--- config.mk ---
export PLATFORM = sky130hd
export DESIGN_NAME = mux_scan_ctrl_flat
export DESIGN_NICKNAME = d
export VERILOG_FILES = /design/src/rtl/mux_scan_ctrl_if.sv /design/src/rtl/mux_scan_ctrl.sv /design/src/flat_wrapper.sv
export SDC_FILE = /design/constraint.sdc
export NUM_CORES = 1
export LEC_CHECK = 0
export BUFFER_PORTS_ARGS = -buffer_cell sky130_fd_sc_hd__clkbuf_2
export CAP_MARGIN = 5
export CORE_ASPECT_RATIO = 1.2
export CORE_MARGIN = 2
export CORE_UTILIZATION = 25
export DETAILED_ROUTE_END_ITERATION = 10
export SLEW_MARGIN = 15
export SYNTH_ARGS = -nofsm -noshare
export SYNTH_HDL_FRONTEND = slang
export SYNTH_SLANG_ARGS = --single-unit
export TNS_END_PERCENT = 100
--- constraint.sdc ---
create_clock -name clk_in -period 1.7 [get_ports clk_in]
set_input_delay 0.17 -clock clk_in [delete_from_list [all_inputs] [get_ports clk_in]]
set_output_delay 0.17 -clock clk_in [all_outputs]
set_load 0.01 [all_outputs]
--- src/rtl/mux_scan_ctrl_if.sv ---
// Handshake and mux-side bus of the scan sequencer.
// The master drives the word and the mux return; the slave is the sequencer.
interface mux_scan_ctrl_if;
    logic [3:0] word_in;
    logic       valid_in;
    logic       ready_out;
    logic [3:0] d_out;
    logic [1:0] sel_out;
    logic       y_in;
    logic       strobe_out;
    logic [3:0] rx_word_out;
    logic       done_out;
    logic       err_out;

    modport master (
        output word_in, valid_in, y_in,
        input  ready_out, d_out, sel_out, strobe_out, rx_word_out, done_out, err_out
    );

    modport slave (
        input  word_in, valid_in, y_in,
        output ready_out, d_out, sel_out, strobe_out, rx_word_out, done_out, err_out
    );
endinterface

--- src/rtl/mux_scan_ctrl.sv ---
// Drives an accepted word into the 4:1 mux, steps the select with a fixed dwell,
// samples the mux output back and flags any mismatch with the original word.
module mux_scan_ctrl #(
    parameter int DWELL   = 5,
    parameter int DWELL_W = 3
) (
    input  logic            clk_in,
    input  logic            rst_n_in,
    mux_scan_ctrl_if.slave  bus
);
    localparam logic [1:0] ST_IDLE = 2'd0;
    localparam logic [1:0] ST_SCAN = 2'd1;
    localparam logic [1:0] ST_DONE = 2'd2;

    localparam logic [DWELL_W-1:0] CNT_LAST = DWELL_W'(DWELL - 1);

    logic [1:0]         state;
    logic [DWELL_W-1:0] cnt;
    logic [1:0]         sel;
    logic [3:0]         d_word;
    logic [3:0]         rx;
    logic [3:0]         rx_word;
    logic               err;
    logic               last_dwell;
    logic [3:0]         rx_final;

    // Sample point is the final cycle of each dwell, giving the mux DWELL-1 cycles to settle.
    assign last_dwell = (state == ST_SCAN) && (cnt == CNT_LAST);
    assign rx_final   = {bus.y_in, rx[2:0]};

    always_ff @(posedge clk_in or negedge rst_n_in) begin
        if (!rst_n_in) begin
            state   <= ST_IDLE;
            cnt     <= '0;
            sel     <= 2'd0;
            d_word  <= 4'd0;
            rx      <= 4'd0;
            rx_word <= 4'd0;
            err     <= 1'b0;
        end else begin
            case (state)
                ST_IDLE: begin
                    if (bus.valid_in) begin
                        d_word <= bus.word_in;
                        sel    <= 2'd0;
                        cnt    <= '0;
                        rx     <= 4'd0;
                        err    <= 1'b0;
                        state  <= ST_SCAN;
                    end
                end
                ST_SCAN: begin
                    if (last_dwell) begin
                        rx[sel] <= bus.y_in;
                        cnt     <= '0;
                        sel     <= sel + 2'd1;
                        // rx_word is only published here, so an aborted scan never exposes partial bits.
                        if (sel == 2'd3) begin
                            rx_word <= rx_final;
                            err     <= (rx_final != d_word);
                            state   <= ST_DONE;
                        end
                    end else begin
                        cnt <= cnt + 1'b1;
                    end
                end
                ST_DONE: begin
                    state <= ST_IDLE;
                end
                default: begin
                    state <= ST_IDLE;
                end
            endcase
        end
    end

    assign bus.ready_out   = (state == ST_IDLE);
    assign bus.done_out    = (state == ST_DONE);
    assign bus.strobe_out  = last_dwell;
    assign bus.d_out       = d_word;
    assign bus.sel_out     = sel;
    assign bus.rx_word_out = rx_word;
    assign bus.err_out     = err;
endmodule

--- src/flat_wrapper.sv ---
// flat-port wrapper written by rule: the top's interface ports become plain ports
module mux_scan_ctrl_flat 
#(
    parameter int DWELL   = 5,
    parameter int DWELL_W = 3
)
  (clk_in, rst_n_in, bus_word_in, bus_valid_in, bus_y_in, bus_ready_out, bus_d_out, bus_sel_out, bus_strobe_out, bus_rx_word_out, bus_done_out, bus_err_out);
  mux_scan_ctrl_if bus_i ();
  input  logic clk_in;
  input  logic rst_n_in;
  input wire logic [$bits(bus_i.word_in)-1:0] bus_word_in;
  input wire logic [$bits(bus_i.valid_in)-1:0] bus_valid_in;
  input wire logic [$bits(bus_i.y_in)-1:0] bus_y_in;
  output wire logic [$bits(bus_i.ready_out)-1:0] bus_ready_out;
  output wire logic [$bits(bus_i.d_out)-1:0] bus_d_out;
  output wire logic [$bits(bus_i.sel_out)-1:0] bus_sel_out;
  output wire logic [$bits(bus_i.strobe_out)-1:0] bus_strobe_out;
  output wire logic [$bits(bus_i.rx_word_out)-1:0] bus_rx_word_out;
  output wire logic [$bits(bus_i.done_out)-1:0] bus_done_out;
  output wire logic [$bits(bus_i.err_out)-1:0] bus_err_out;
  assign bus_i.word_in = bus_word_in;
  assign bus_i.valid_in = bus_valid_in;
  assign bus_i.y_in = bus_y_in;
  assign bus_ready_out = bus_i.ready_out;
  assign bus_d_out = bus_i.d_out;
  assign bus_sel_out = bus_i.sel_out;
  assign bus_strobe_out = bus_i.strobe_out;
  assign bus_rx_word_out = bus_i.rx_word_out;
  assign bus_done_out = bus_i.done_out;
  assign bus_err_out = bus_i.err_out;
  mux_scan_ctrl #(.DWELL(DWELL), .DWELL_W(DWELL_W)) u_core (.clk_in(clk_in), .rst_n_in(rst_n_in), .bus(bus_i));
endmodule
Word level (Yosys, flattened, before mapping):

Cells that the tools add are included.

* output and inout bits: 14
* bits in registers: 20
* input port bits: 8
* word-level logic and storage cells: 49

* mux-type cells: 20
* magnitude comparators: 2
* equal/unequal tests: 8
* add/sub/neg operators: 2
* reductions and logical operators: 10

Operators with widths (number)
* 2-bit two-way mux: 5
* 3-bit AND reduction: 3
* 4-bit two-way mux: 2
* 2-bit one-hot mux with 2 select lines: 2
* 4-bit one-hot mux with 2 select lines: 1
* 3-bit two-way mux: 2
* 2-bit != test, second input constant: 3
* 3-bit one-hot mux with 2 select lines: 1
* 4-bit bitwise mux: 1
* 2-bit == test, second input constant: 2
* 1-bit two-way mux: 4
* 4-bit != test: 1
* 2-bit AND reduction: 2
* 4-bit AND reduction: 1
* 3-bit by 1-bit adder with 3-bit output, second input constant: 1
* 3-bit == test, second input constant: 1
* 2-bit by 3-bit < comparator with 1-bit output, second input constant: 1
* 2-bit by 1-bit adder with 2-bit output, second input constant: 1
* 1-bit demux with 2-bit select: 1
* 2-bit by 1-bit == test with 1-bit output, second input constant: 1
* 2-bit by 1-bit >= comparator with 1-bit output, second input constant: 1
* 1-bit logical AND: 2
* 2-bit logical NOT: 1
* 1-bit one-hot mux with 2 select lines: 1
* 2-bit nonzero test: 1

Longest topological paths before layout:

Gate-level depths: netlist of run 1.

* word-level depth: 7
* gate-level depth with buffers: 6
* mapped depth without buffers: 6

Worst setup path after synthesis of run 1:

No wires, ideal clock.

* path type: flip-flop to flip-flop
* from: register u_core.cnt[0]
* to: register u_core.sel[0], in the netlist u_core.bus.sel_out[0]
* library setup time: 125 ps
* buffers on the path: 0
* clock period less this slack: 1397 ps
* arrival time: 1272 ps
* setup slack: 303 ps
* stages on the path, launching flop included: 7
* required time: 1575 ps
* path through: dfrtp_1 > inv_1 > ha_1 > nand4b_1 > inv_2 > nor2_2 > mux2_2

* longest elaborated chain between the ends: 4

RTL lines
* from (decl): line mux_scan_ctrl.sv:18 `logic [DWELL_W-1:0] cnt;`
* from (signal assigned): line mux_scan_ctrl.sv:64 `cnt <= cnt + 1'b1;`
* 3-bit == test: line mux_scan_ctrl.sv:28 `assign last_dwell = (state == ST_SCAN) && (cnt == CNT_LAST);`
* 1-bit logical AND: line mux_scan_ctrl.sv:28
* via bus_strobe_out: line flat_wrapper.sv:17 `output wire logic [$bits(bus_i.strobe_out)-1:0] bus_strobe_out;`
* 2-bit != test (no line)
* 3-bit AND reduction (no line)
* to (signal assigned): line mux_scan_ctrl.sv:56 `sel <= sel + 2'd1;`
* to (decl): line mux_scan_ctrl.sv:19 `logic [1:0] sel;`

The timed path passes the listed nets, and every way through them passes these cells.
A chain may end at the register's enable or synchronous reset.

Worst setup path in the final report of run 1:

* from: register u_core.cnt[0]
* to: output bus_strobe_out

* longest elaborated chain between the ends: 2

RTL lines (line)
* 3-bit == test: mux_scan_ctrl.sv:28
* 1-bit logical AND: mux_scan_ctrl.sv:28
* to (decl): flat_wrapper.sv:17

No other way between the ends.

==> run metrics, run 1 <==
die span in x 60.0 um; Inserted Diodes 0; Yosys warnings 0; synthesized area per cell 11.8 um2; worst slew pin tran 476 ps; Critical Path Source u_core.cnt[0]; largest net degree at the start of global routing 20; Buffers on Ports 21; share of the synthesized area in the top cell type 0.505; final setup margin 106 ps; Met1 Wirelength 917 um; peak supply drop 0.446 mV; fin. max-slew vios 0; FP Rows 24; Top Metal Used met4; PD cells 1610 nW/um2; H-tree depth 1; GRT overflow 0; share of cells above drive strength 1 0.382; HP Start bus_word_in[2]; Total Power 1.92 mW; clock share of power 0.159; MaxCap Viol Count 0; Cell variety after synth 27; upper clock frequency limit 627 MHz; Final GP Congestion 0.686; Synthesized Nets 94; clk buf depth 2; met2 wire length 855 um; via count 679; internal cell power 1.21 mW; Die ar. 4280 um2; Avg WL per Cell 11.4 um; dpl ws 175 ps; #FFs+latches synth 19; static leakage 0.593 nW; DR vias/cell 4.19; worst-path fanout max 5; DRC 0; area leader, netlist dfrtp_1; classification of the worst setup path reg -> out; WL final 1850 um; CTS sink cnt 19; critical path arrival 1420 ps; run status completed; Switch Pwr 0.711 mW; Tcrit/Tclk final 0.938; Mapped Area 942 um2; Fin Clk Skew 3.05 ps; NumNets Final 125; endpoint type of the worst setup path output pin; Syn-to-layout area delta 27.0%; Num CTS Buffers 3; Core ar. 3630 um2; met3 WL 40 um; starting density of the core 0.259; sequential area share after synthesis 0.505; switch share 0.370; first-pass GRT wire length 3060 um; IO Pins 22; root buffer cell clkbuf_8; worst-skew pair later-pin latency 250 ps; max_slew headroom 0.682; Clk pin slew, worst setup/hold paths 70 ps; setup violators final 0; type of origin of the critical path flip-flop; Antenna Nets Post-Route 0; vias in the first global route 684; die height 71.3 um; Hold Fails Final Rpt 0; Seq pwr share 0.433; detailed placer's ending HPWL 1360 um; Hold Path Class in -> reg; worst endpoint required time 1530 ps; gr usage total 0.0922; Reg-to-Reg Start u_core.cnt[0]; drt initial violations 21; final critical-path required period 1590 ps; initial antenna violation count 0; Synth area leaders dfrtp_1 (50%), mux2_2 (9.6%), ha_1 (8.0%); clock tree from TritonCTS built; Mapped Cells 80; drt first pass iters 4; Comb pwr share 0.409
-- per-stage QoR --
| step | instances | cell area, um2 | utilization | setup TNS, ps | hold WS [ps] |
|---|---|---|---|---|---|
| 3_3_place_gp | 153 | 1110 | 0.305 | 0 | 140 |
| 4_1_cts | 158 | 1160 | 0.320 | 0 | 134 |
| 2_1_floorplan | 80 | 942 | - | 0 | -126 |
| 3_5_place_dp | 153 | 1110 | 0.305 | 0 | 147 |
| 5_1_grt | 162 | 1200 | 0.329 | -7.06 | 149 |
| 6_report | 162 | 1200 | 0.329 | 0 | 134 |
-- cells by family (layout without fill, tap and decap cells) --
logic type      Yosys count  in the layout  share of synthesized area
flops                    19             19                      0.505
simple gates             18             18                      0.127
xor+xnor                  4              4                     0.0372
mux                      10             10                      0.118
compound gates           13             13                     0.0850
fa+ha+maj                 6              6                     0.0797
buf+inv                  10             40                     0.0478
-- worst max-delay path, stage by stage (launching register included) --
cell	delay, ps
dfrtp_1	410
inv_1	70
ha_2	210
nand4b_1	190
inv_2	150
clkbuf_2	150
-- area by class of cell --
cell class / instances / area, um2
multi-input cells: 51 / 424
flip-flops and latches: 19 / 475
inverters: 9 / 33.8
clock buffers: 4 / 45.0
fillers: 382 / 2440
repair buffers: 27 / 153
well taps: 52 / 65.1
-- cell usage after synthesis --
cell type and count:
dfrtp_1 19, inv_1 8, mux2_2 8, ha_1 6, o21ai_0 5, nand3_1 4
xor2_1 4, a21oi_1 3, nand2_1 3, nand2b_1 2, nor3b_1 2, a211oi_1 1
a21o_1 1, a22o_1 1, a41oi_1 1, buf_6 1, inv_2 1, mux2_1 1
mux2i_1 1, nand4b_1 1, nor2_1 1, nor2_2 1, nor2_4 1, nor2b_1 1
nor3b_4 1, nor4_1 1, o21bai_1 1
-- power by group through the flow --
stage / clock [mW] / sequential, mW / combinational [mW]
finish: 0.305 / 0.831 / 0.785
global route: 0.335 / 0.861 / 0.901
CTS: 0.315 / 0.829 / 0.755
detailed placement: 0 / 0.837 / 0.748
global placement: 0 / 0.828 / 0.719
floorplan: 0 / 0.844 / 0.475
-- worst paths after layout --
path / end / slack, ps / depth (start not counted)
setup reg to reg: u_core.bus.sel_out[0] / 120 / 7
hold / removal: u_core.bus.d_out[2] / 130 / 2
hold reg to reg: u_core.bus.rx_word_out[2] / 520 / 1
setup / recovery: bus_strobe_out / 110 / 5
min in group asynchronous: u_core.bus.err_out / 400 / 2
max in group asynchronous: u_core.state[1] / 970 / 2
-- layer usage --
layer  track usage  vias to the layer above
met4        0.0519                        0
met2         0.140                       13
met3       0.00542                        4
li1              -                      331
met5             0                        -
met1         0.129                      331
-- registers in the layout, indices dropped and copies added (netlist names) --
signal / cells
u_core.bus.sel_out: 2
u_core.bus.rx_word_out: 4
u_core.state: 2
u_core.cnt: 3
u_core.rx: 3
u_core.bus.d_out: 4
u_core.bus.err_out: 1
-- timing repair --
action,in CTS,in global routing
setup buffers,0,4
setup endpoints to repair,0,1
gates resized for setup,0,1
endpoints found under the hold margin,19,0
hold buffers,1,0
-- placed cells by master (no fill, tap or decap) --
cell           synthesis  final
nor2b_1                1      1
nor2_1                 1      1
o21ai_0                5      5
inv_1                  8      8
buf_4                  0      5
mux2_2                 8      8
nand2_1                3      3
nand4b_1               1      1
a211oi_1               1      1
clkbuf_1               0      1
inv_2                  1      1
nor4_1                 1      1
ha_1                   6      5
clkbuf_8               0      3
nor2_2                 1      1
dlygate4sd3_1          0      1
o21bai_1               1      1
a22o_1                 1      1
clkbuf_2               0     21
dfrtp_1               19     19
nor2_4                 1      1
nand3_1                4      4
mux2_1                 1      1
ha_2                   0      1
xor2_1                 4      4
a21o_1                 1      1
mux2i_1                1      1
nand2b_1               2      2
nor3b_4                1      1
a21oi_1                3      3
nor3b_1                2      2
a41oi_1                1      1
Power figures use the tool's default switching activity.
==> run 2: changes to the inputs <==
- CORE_UTILIZATION: 25 -> 50
- PLACE_DENSITY: not set -> 0.75
==> run 2 against run 1 <==
  * Global-route usage up 8.6 points
  * Utilization increased by 30 points
  * Die area decreased by 47%
  * Maximum frequency grew 0.64%
  * Clock skew decreased by 2.0 ps
  * Via count up 1.3%
  * Critical path depth stayed put
  * Design area is 5.6% lower
  * Critical path type unchanged
  * Largest power group unchanged
==> run metrics, run 2 (synthesis results as in run 1) <==
Layout Cells excl Fill 128 (-21%); RSZ-0062 raised after global routing false; Final GP Congestion 0.720 (+4.9%); die span in x 43.6 um (-27%); clk buf depth 2 (unchanged); worst-path fanout max 5 (unchanged); drt initial violations 3 (-86%); worst-skew pair later-pin latency 290 ps (+40 ps); CP cell instances inv_1, ha_2, nand4b_1, inv_2, clkbuf_2; H-tree depth 1 (unchanged); final setup TNS 0 ps (unchanged); clock share of power 0.124 (-0.035); type of origin of the critical path flip-flop; hold slack 91.1 ps (-42.6 ps); DRC 0 (unchanged); Fin Clk Skew 1.09 ps (-1.96 ps); gr usage total 0.179 (+0.0865); Inserted Diodes 0 (unchanged); classification of the worst setup path reg -> out; drt first pass iters 4 (unchanged); setup violators final 0 (unchanged); endpoint type of the worst setup path output pin; Comb pwr share 0.423 (+0.014); critical path arrival 1410 ps (about the same); clock tree from TritonCTS built; Die ar. 2250 um2 (-47%); Buffers on Ports 21 (unchanged); Tcrit/Tclk final 0.932 (-0.00598); slowest CP cell dfrtp_1; largest net degree at the start of global routing 20 (unchanged); initial antenna violation count 0 (unchanged); Clk pin slew, worst setup/hold paths 110 ps (+40 ps); Avg WL per Cell 13.6 um (+19%); max_slew headroom 0.689 (+0.00691); Switch Pwr 0.697 mW (-1.9%); Core ar. 1810 um2 (-50%); via count 688 (+1.3%); worst endpoint required time 1530 ps (about the same); switch share 0.382 (+0.0122); commonest cells after routing, fill and taps aside clkbuf_2 (21), dfrtp_1 (19), inv_1 (8), mux2_2 (8); peak supply drop 0.918 mV (+110%); internal cell power 1.13 mW (-6.9%); Antenna Nets Post-Route 0 (unchanged); DP Area 1070 um2 (-3.7%); Syn-to-layout area delta 19.8%; static leakage 0.578 nW (-2.4%); starting density of the core 0.521 (+0.262); most common cell after layout, fill and taps aside clkbuf_2; detailed placer's ending HPWL 1230 um (-10%); MaxCap Viol Count 0 (unchanged); root buffer cell clkbuf_4; worst slew pin tran 466 ps (-10.4 ps); post-route cell area 1130 um2 (-5.6%); Seq pwr share 0.453 (+0.020); PD cells 1620 nW/um2 (+0.62%); upper clock frequency limit 631 MHz (+0.64%); FP Rows 17 (-29%); WL final 1740 um (-6.3%); Hold Fails Final Rpt 0 (unchanged); Crit path largest cell delay 420 ps (about the same); IO Pins 22 (unchanged); die height 51.6 um (-28%); share of cells above drive strength 1 0.376 (-0.00567); run status completed; fin. max-slew vios 0 (unchanged); Placed Cells 120 (-22%); NumNets Final 124 (-0.80%); CTS sink cnt 19 (unchanged); GRT overflow 0 (unchanged); vias in the first global route 677 (-1.0%); Num CTS Buffers 3 (unchanged); DR vias/cell 5.38 (+28%); Hold Path Class in -> reg; final critical-path required period 1580 ps (-10.2 ps); first-pass GRT wire length 2970 um (-2.7%)
## run 2: through the flow
stage	power, mW	worst slack [ps]	utilization
floorplan	1.32	303	-
global placement	1.54	225	0.590
detailed placement	1.57	175	0.590
CTS	1.82	68.2	0.615
global route	1.98	16.2	0.624
finish	1.82	116	0.624
## run 2: final cells by class
| class | instances | area [um2] |
|---|---|---|
| clock buffers | 4 | 26.3 |
| fillers | 148 | 679 |
| inverters | 9 | 33.8 |
| multi-input cells | 51 | 424 |
| flip-flops and latches | 19 | 475 |
| well taps | 19 | 23.8 |
| repair buffers | 26 | 145 |
## run 2: per-layer routing
layer | up-vias | GRT usage | share of wire
li1 | 329 | - | -
met1 | 343 | 0.229 | 0.47
met2 | 16 | 0.279 | 0.49
met3 | 0 | 0.0417 | 0.044
met4 | 0 | 0.0909 | 0
met5 | - | 0 | 0
## run 2: what timing repair did
action / CTS / global route
hold endpoints to repair: 19 / 0
hold buffers: 1 / 0
setup buffers: 1 / 2
setup endpoints to repair: 1 / 1
resized for setup: 0 / 1
## run 2: worst paths after layout
| check | start | end | slack [ps] | cells past startpoint |
|---|---|---|---|---|
| worst max-delay path | u_core.cnt[0] | bus_strobe_out | 120 | 5 |
| worst min-delay path | bus_word_in[2] | u_core.bus.d_out[2] | 90 | 2 |
| worst max register to register | u_core.cnt[0] | u_core.bus.sel_out[0] | 160 | 7 |
| worst min register to register | u_core.bus.rx_word_out[0] | u_core.bus.rx_word_out[0] | 520 | 1 |
| max in group asynchronous | rst_n_in | u_core.cnt[0] | 1040 | 2 |
| min in group asynchronous | rst_n_in | u_core.cnt[2] | 350 | 2 |
## run 2: critical path, delay by kind of cell (launching register included)
family | cells | cell delay, ps
and+or+nand+nor | 1 | 180
buffers and inverters | 3 | 310
DFF | 1 | 420
adders and majority gates | 1 | 210
## run 2: power by group through the flow
| stage | combinational (mW) | sequential [mW] | clock (mW) |
|---|---|---|---|
| finish | 0.771 | 0.826 | 0.227 |
| global route | 0.873 | 0.855 | 0.253 |
| CTS | 0.757 | 0.828 | 0.232 |
| detailed placement | 0.735 | 0.839 | 0 |
| global placement | 0.715 | 0.822 | 0 |
| floorplan | 0.475 | 0.844 | 0 |
